[src/rtl/crc_stream_pkg.sv]
// crc_stream_pkg: FSM state type plus bit-reverse and single-bit LFSR helpers for the streaming CRC engine
package crc_stream_pkg;
  typedef enum logic [1:0] {IDLE, RUN, DONE} state_t;
  // Reverses the low n bits of v; bits at and above n are dropped.
  function automatic logic [31:0] rev(input logic [31:0] v, input int n);
    logic [31:0] r;
    r = {<<{v}};
    return r >> (32 - n);
  endfunction
  // One MSB-first LFSR update of a w-bit register; result is masked to w bits.
  function automatic logic [31:0] crc_bit_step(input logic [31:0] r, input logic b, input logic [31:0] poly, input int w);
    logic fb;
    fb = b ^ (|(r & (32'h1 << (w - 1))));
    return ((r << 1) ^ (fb ? poly : 32'h0)) & ((32'h1 << w) - 32'h1);
  endfunction
endpackage

[src/rtl/crc_stream_engine_step.sv]
// crc_stream_step: combinational DATA_W-bit unrolled CRC update
// ports: i_crc current register, i_data beat, o_crc register after absorbing the beat
module crc_stream_step
  import crc_stream_pkg::*;
#(
  parameter int          CRC_W  = 16,
  parameter logic [31:0] POLY   = 32'h8005,
  parameter int          DATA_W = 8,
  parameter logic        REFIN  = 1'b1
) (
  input  logic [CRC_W-1:0]  i_crc,
  input  logic [DATA_W-1:0] i_data,
  output logic [CRC_W-1:0]  o_crc
);
  logic [DATA_W-1:0] w_d;
  logic [CRC_W-1:0]  w_r;
  always_comb begin
    w_d = REFIN ? DATA_W'(rev(32'(i_data), DATA_W)) : i_data;
    w_r = i_crc;
    for (int k = DATA_W - 1; k >= 0; k--) w_r = CRC_W'(crc_bit_step(32'(w_r), w_d[k], POLY, CRC_W));
    o_crc = w_r;
  end
endmodule

[src/rtl/crc_stream_engine.sv]
// crc_stream_engine: streaming CRC with valid/ready beats, sop/eop framing and a residue-match flag
// ports: clk_i/rst_n_i clock and sync active-low reset; data_i/valid_i/sop_i/eop_i/ready_o beat handshake;
//        crc_o/match_o/crc_valid_o frame result; err_o protocol-violation pulse
module crc_stream_engine
  import crc_stream_pkg::*;
#(
  parameter int          CRC_W   = 16,
  parameter logic [31:0] POLY    = 32'h8005,
  parameter logic [31:0] INIT    = 32'h0000,
  parameter logic [31:0] XOR_OUT = 32'h0000,
  parameter logic        REFIN   = 1'b1,
  parameter logic        REFOUT  = 1'b1,
  parameter logic [31:0] RESIDUE = 32'h0000,
  parameter int          DATA_W  = 8
) (
  input  logic              clk_i,
  input  logic              rst_n_i,
  input  logic [DATA_W-1:0] data_i,
  input  logic              valid_i,
  input  logic              sop_i,
  input  logic              eop_i,
  output logic              ready_o,
  output logic [CRC_W-1:0]  crc_o,
  output logic              crc_valid_o,
  output logic              match_o,
  output logic              err_o
);
  state_t            r_state, w_nxt;
  logic [CRC_W-1:0]  r_reg, r_crc, w_base, w_step;
  logic              r_match, r_err, w_acc, w_load, w_err;
  // A beat is absorbed when it starts a frame (from IDLE or as an abort in RUN) or continues one.
  assign w_acc  = valid_i && ready_o;
  assign w_load = w_acc && (sop_i || r_state == RUN);
  assign w_err  = w_acc && (r_state == IDLE ? !sop_i : (r_state == RUN && sop_i));
  assign w_base = sop_i ? INIT[CRC_W-1:0] : r_reg;
  crc_stream_step #(.CRC_W(CRC_W), .POLY(POLY), .DATA_W(DATA_W), .REFIN(REFIN)) u_step (
    .i_crc (w_base),
    .i_data(data_i),
    .o_crc (w_step)
  );
  always_ff @(posedge clk_i) r_state <= !rst_n_i ? IDLE : w_nxt;
  always_comb w_nxt = r_state == DONE ? IDLE : w_load ? (eop_i ? DONE : RUN) : r_state;
  // Results are captured on the edge that enters DONE so they line up with crc_valid_o.
  always_ff @(posedge clk_i) begin
    if (!rst_n_i) begin
      r_reg   <= INIT[CRC_W-1:0];
      r_crc   <= '0;
      r_match <= 1'b0;
      r_err   <= 1'b0;
    end else begin
      r_err <= w_err;
      if (w_load) r_reg <= w_step;
      if (w_load && eop_i) begin
        r_crc   <= CRC_W'((REFOUT ? rev(32'(w_step), CRC_W) : 32'(w_step)) ^ XOR_OUT);
        r_match <= w_step == RESIDUE[CRC_W-1:0];
      end
    end
  end
  always_comb begin
    ready_o     = r_state != DONE;
    crc_valid_o = r_state == DONE;
    crc_o       = r_crc;
    match_o     = r_match;
    err_o       = r_err;
  end
endmodule

[config.mk]
export PLATFORM = sky130hd
export DESIGN_NAME = crc_stream_engine
export DESIGN_NICKNAME = d
export VERILOG_FILES = /design/src/rtl/crc_stream_pkg.sv /design/src/rtl/crc_stream_engine_step.sv /design/src/rtl/crc_stream_engine.sv
export SDC_FILE = /design/constraint.sdc
export NUM_CORES = 1
export LEC_CHECK = 0
export ABC_AREA = 1
export CAP_MARGIN = 20
export CORE_AREA = 2 2 63 65
export CTS_CLUSTER_SIZE = 14
export DETAILED_ROUTE_END_ITERATION = 7
export DIE_AREA = 0 0 65 67
export DONT_BUFFER_PORTS = 1
export PLACE_DENSITY = 0.68
export SLEW_MARGIN = 20
export SYNTH_ARGS = -nofsm -noshare
export SYNTH_HDL_FRONTEND = slang
export SYNTH_SLANG_ARGS = --single-unit
[constraint.sdc]
create_clock -name clk_i -period 2.6 [get_ports clk_i]
set_input_delay 0.52 -clock clk_i [delete_from_list [all_inputs] [get_ports clk_i]]
set_output_delay 0.52 -clock clk_i [all_outputs]
set_load 0.05 [all_outputs]
==> Word-level counts from Yosys, hierarchy flattened <==
Index checks and enable logic that the tools add are counted.
{ "word_totals": {"register_bits": 36, "latch_bits": 0, "ram_bits": 0, "rom_bits": 0, "in_bits": 13, "out_inout_bits": 20, "elab_cells": 46, "memories": 0} }
{ "op_classes": {"addsub": 0, "n_mul": 0, "div_mod_pow": 0, "magnitude_cmp": 0, "eq_ne": 3, "shifts": 0, "mux": 11, "n_bitwise": 17, "reduce_logical": 10} }
{ "ops": {"columns": ["cell", "n"], "rows": [
  ["$mux W16", 9],
  ["$xor A16 B16 Y16", 8],
  ["$logic_not A16 Y1", 1],
  ["$xor A1 B1 Y1", 8],
  ["$logic_and A1 B1 Y1", 5],
  ["$eq A2 B1 Y1 const B", 1],
  ["$eq A2 B2 Y1 const B", 1],
  ["$logic_not A2 Y1", 1],
  ["$mux W2", 1],
  ["$ne A2 B2 Y1 const B", 1],
  ["$reduce_or A2 Y1", 1],
  ["$logic_not A1 Y1", 1],
  ["$logic_or A1 B1 Y1", 1],
  ["$mux W1", 1],
  ["$not A1 Y1", 1]
]} }

==> Longest topological paths before layout <==
{ "depth": {"word_depth": 26, "ltp_mapped": 20, "mapped_depth_nobuf": 20} }

==> Hierarchy <==
Synthesis repeated with hierarchy kept, for this count alone.
{ "unflattened": {"hier_cells": 336, "area_unflattened_um2": 2190.9} }
{ "by_module_without_submodules": {"columns": ["mod", "n_inst", "cells_per_inst", "area_per_inst_um2", "seq_area_each_um2"], "rows": [
  ["crc_stream_engine", 1, 262, 1707.9, 720.7],
  ["crc_stream_step", 1, 74, 483.0, 0.0]
]} }

==> Worst setup path before layout <==
Ideal clock, no wire load.
{ "synth_path": {"path_type": "register to register", "startpoint": "register r_state[1]", "endpoint": "register r_crc[10] (netlist: crc_o[10])", "setup_ns": 0.114, "arrival_time_ns": 2.472, "required_time_ns": 2.486, "setup_slack_ns": 0.014, "path_stages_with_launch": 12, "path_buffers": 1, "period_less_slack_ns": 2.586, "cell_sequence": "dfxtp_1 inv_1 nor2_1 inv_1 nand2_1 a21oi_2 nand2_1 inv_1 clkbuf_1 o21ai_0 o21bai_1 inv_1"} }
{ "synth_via": {"elab_chain_cells": 4, "elab_cells_between_ends": 6, "classes_between": "2 x eq/ne; 4 x reduce/logical"} }
{ "synth_rtl": {"columns": ["element", "line", "text"], "rows": [
  ["start: declaration", "crc_stream_engine.sv:28", "state_t r_state, w_nxt;"],
  ["start signal: assignment", "crc_stream_engine.sv:41", "always_ff @(posedge clk_i) r_state <= !rst_n_i ? IDLE : w_nxt;"],
  ["$ne A2 B2 Y1", "crc_stream_engine.sv:60", "ready_o = r_state != DONE;"],
  ["via ready_o", "crc_stream_engine.sv:22", "output logic ready_o,"],
  ["$logic_and A1 B1 Y1", "crc_stream_engine.sv:32", "assign w_acc = valid_i && ready_o;"],
  ["$logic_and A1 B1 Y1", "crc_stream_engine.sv:33", "assign w_load = w_acc && (sop_i || r_state == RUN);"],
  ["$logic_and A1 B1 Y1", "crc_stream_engine.sv:53", "if (w_load && eop_i) begin"],
  ["end signal: assignment", "crc_stream_engine.sv:54", "r_crc <= CRC_W'((REFOUT ? rev(32'(w_step), CRC_W) : 32'(w_step)) ^ XOR_OUT);"],
  ["end: declaration", "crc_stream_engine.sv:29", "logic [CRC_W-1:0] r_reg, r_crc, w_base, w_step;"]
]} }
The timed path passes the listed nets, and every way through them passes these cells.
A chain may end at the register's enable or synchronous reset.

==> Final worst setup path <==
{ "layout_path": {"startpoint": "input port sop_i", "endpoint": "register r_crc[12] (netlist: crc_o[12])"} }
{ "layout_via": {"elab_chain_cells": 23, "elab_cells_between_ends": 26, "classes_between": "8 x mux; 15 x bitwise; 3 x reduce/logical"} }
{ "layout_rtl": {"columns": ["element", "line", "text"], "rows": [
  ["start: declaration", "crc_stream_engine.sv:20", "input logic sop_i,"],
  ["$mux W16", "crc_stream_engine.sv:35", "assign w_base = sop_i ? INIT[CRC_W-1:0] : r_reg;"],
  ["$xor A1 B1 Y1", "crc_stream_pkg.sv:13", "fb = b ^ (|(r & (32'h1 << (w - 1))));"],
  ["$mux W16", "crc_stream_pkg.sv:14", "return ((r << 1) ^ (fb ? poly : 32'h0)) & ((32'h1 << w) - 32'h1);"],
  ["$xor A16 B16 Y16", "crc_stream_pkg.sv:14", null],
  ["$xor A1 B1 Y1", "crc_stream_pkg.sv:13", null],
  ["$mux W16", "crc_stream_pkg.sv:14", null],
  ["$xor A16 B16 Y16", "crc_stream_pkg.sv:14", null],
  ["$xor A1 B1 Y1", "crc_stream_pkg.sv:13", null],
  ["(+6 left out)", null, null],
  ["$mux W16", "crc_stream_pkg.sv:14", null],
  ["$xor A16 B16 Y16", "crc_stream_pkg.sv:14", null],
  ["$xor A1 B1 Y1", "crc_stream_pkg.sv:13", null],
  ["$mux W16", "crc_stream_pkg.sv:14", null],
  ["$xor A16 B16 Y16", "crc_stream_pkg.sv:14", null],
  ["$xor A1 B1 Y1", "crc_stream_pkg.sv:13", null],
  ["$mux W16", "crc_stream_pkg.sv:14", null],
  ["$xor A16 B16 Y16 (2 in series)", "crc_stream_pkg.sv:14", null]
]} }
Parallel ways exist; a longest one is shown, timed or not.

==> metrics.txt <==
hold path start rst_n_i; Register Area between 700 and 800 um^2; # H-tree levels 2; Rows 22; initial DRC count 103; buffer depth of the longest clock path 2; IO Pins 33; GR Util All Layers ~23%; antenna violations before repair 0; mean post-synth cell area 7.022 um^2; Final period util 80.14%; Sink Count 36; layout cells sized above 1 between 10% and 20%; worst min path class primary input to flop; R2R cell count 17; top post-synthesis cells by area dfxtp_1 (37%), nand2_1 (9.7%), inv_1 (8.5%); Worst Hold Depth 2; CTS root buf clkbuf_8; Post-CTS Hold Fix Bufs 0; Port Buf Inserts 0; die area approximately 4400 um^2; worst-path fanout max 12; most numerous cell in the Yosys netlist nand2_1; Critical R2R Launch r_reg[15]$_SDFFE_PN0P_; Worst setup SP type primary input; Die X between 60 and 70 um; critical path, cell by cell inv_2 -> nand3_1 -> nand2_2 -> inv_2 -> nand2_4 -> nand3_1 -> nand3_2 -> nand2_4 -> nand2_4 -> nand2_2 -> nand2_2 -> nand3_4 -> nand2_4 -> inv_2 -> nand3_1 -> nand3_1 -> o211ai_1 -> inv_1; Layout area overhead 9.942%; Routed Antenna Nets 0; Synth Cell Area between 1500 and 2000 um^2; clock skew 6.282 ps; largest net degree at the start of global routing 23; Seq/Total Area, Yosys between 30% and 40%; routed vias/inst a little over 5; fin crit period between 2000 and 2500 ps; RSZ-0062 raised after global routing false; GR met3 Demand/Resource under 10%; arrival time worst endpoint 2270 ps; Slew Limit Fails 0; Worst-Margin Slew between 600 and 700 ps; wire length per cell about 14 um; worst rel slew slack between 50% and 60%; worst slack at placement 248.0 ps; top cell type's share of synthesized area 37.19%; Leak about 1.1 nW; GR Util met1 roughly 30%; VDD IR-drop max 0.0004930 V; Req. time, crit path approximately 2800 ps; Synthesized Nets ~290; share of async-settable or async-resettable flops after synthesis 0%; Pwr Density a little over 700 nW/um^2; final hold violations 0; Crit-path slowest cell inv_2; dominant cell type by area after synthesis dfxtp_1; post-synthesis register bit count 36; core area about 3600 um^2; drt drc 0; grt met2 use approximately 37%; outcome completed; worst skew pair latency a little under 300 ps; Hold EP r_reg[0]$_SDFFE_PN0P_; Multi-input gate area roughly 1000 um^2; count of endpoints failing setup in the final report 0; Detailed Place HPWL about 3200 um; Filler cells ~340; TNS Setup 0 ps; die outline height 67 um; post-cts resize count 0; nets@finish just under 300; ANT cells 0; Post-CTS Setup Repair Bufs 0; RD Place Congestion around 0.86; initial core utilization a little over half; first-pass GRT wire length between 7000 and 8000 um; grt total ovfl 0; Max Clock Freq roughly 480 MHz; MaxCap Viol Count 0; post-synthesis cell count about 280; clock-pin slew on the worst setup and hold paths 70 ps; Critical Path Sink Type flop; Worst R2R End crc_o[12]$_SDFFE_PN0P_; top_reg_cell synth dfxtp_1; crit-path max cell delay roughly 140 ps; final wirelength 4437 um; R2R Setup Slk between 500 and 600 ps; CTS Buf Count 5; vias in the first global route ~1,600; worst setup margin 516.5 ps; Via Count roughly 1,700; EDFF count, synth 0; most instantiated cells after synthesis nand2_1 (50), inv_1 (44), dfxtp_1 (36); drt first pass iters 4; Synth cell types 25; worst setup path class primary input to flop; GR peak layer met2; Ys Warns 0; CTS tree built
==> routing by layer <==
layer | vias to the layer above | wire [um]
met5 | - | 0
met4 | 0 | 42
met3 | 6 | 196
met2 | 32 | 2016
met1 | 747 | 2182
li1 | 873 | -
==> final cells by class <==
| type | instances | share of cell area (%) |
|---|---|---|
| tap | 48 | 2.819 |
| clock buffer | 7 | 4.521 |
| timing repair buffer | 6 | 2.114 |
| inverter | 48 | 8.456 |
| sequential | 36 | 33.82 |
| multi-input combinational | 182 | 46.86 |
| clock inverter | 1 | 1.409 |
==> kinds of logic (layout without fill, tap and decap cells) <==
kind of cell	after synthesis	after routing	synth area share (%)
compound gates	45	45	13.75
xor+xnor	10	10	4.519
buf+inv	58	62	11.30
flops	36	36	37.19
simple gates	127	127	33.25
==> through the flow <==
| stage | instance area [um^2] | utilization (%) | std cells | total power [mW] | hold slack (ps) |
|---|---|---|---|---|---|
| finish | 2131 | 59.09 | 328 | 1.531 | 375.5 |
| global route | 2131 | 59.09 | 328 | 1.615 | 361.3 |
| CTS | 2131 | 59.09 | 328 | 1.548 | 357.9 |
| detailed placement | 2004 | 55.59 | 320 | 1.002 | 465.2 |
| global placement | 2004 | 55.59 | 320 | 1.002 | 457.0 |
| floorplan | 1938 | - | 276 | 0.9367 | 427.7 |
==> worst max-delay path by stage <==
stage / start / endpoint / slack (ps) / cells past startpoint
global placement: sop_i / crc_o[12]$_SDFFE_PN0P_ / 270 / 16
floorplan: r_state[1]$_SDFFE_PP0P_ / crc_o[10]$_SDFFE_PN0P_ / 10 / 11
CTS: sop_i / crc_o[12]$_SDFFE_PN0P_ / 530 / 18
global route: sop_i / crc_o[12]$_SDFFE_PN0P_ / 300 / 18
finish: sop_i / crc_o[12]$_SDFFE_PN0P_ / 520 / 18
detailed placement: sop_i / crc_o[12]$_SDFFE_PN0P_ / 250 / 18
==> power by group <==
group          switching, mW  internal, mW  total [mW]
logic                  0.226         0.107       0.333
registers             0.0697         0.592       0.662
clock network          0.199         0.338       0.537
total                  0.494          1.04        1.53
==> cell usage in the layout, fill, tap and decap left out, drive strengths merged <==
cell	n
o21bai	3
nor3	1
o21a	2
nand2	62
o21ai	19
bufinv	1
o211ai	7
nor2	31
nand3	30
clkbuf	7
nand4	1
dfxtp	36
a2111oi	1
xnor2	2
buf	6
xor2	8
nand3b	2
inv	48
a21oi	13
==> critical path: cells and delay by family <==
kind,cells,cell delay [ps]
AOI/OAI and AO/OA,1,120
buffers and inverters,4,320
and+or+nand+nor,13,1320
Power figures use the tool's default switching activity.
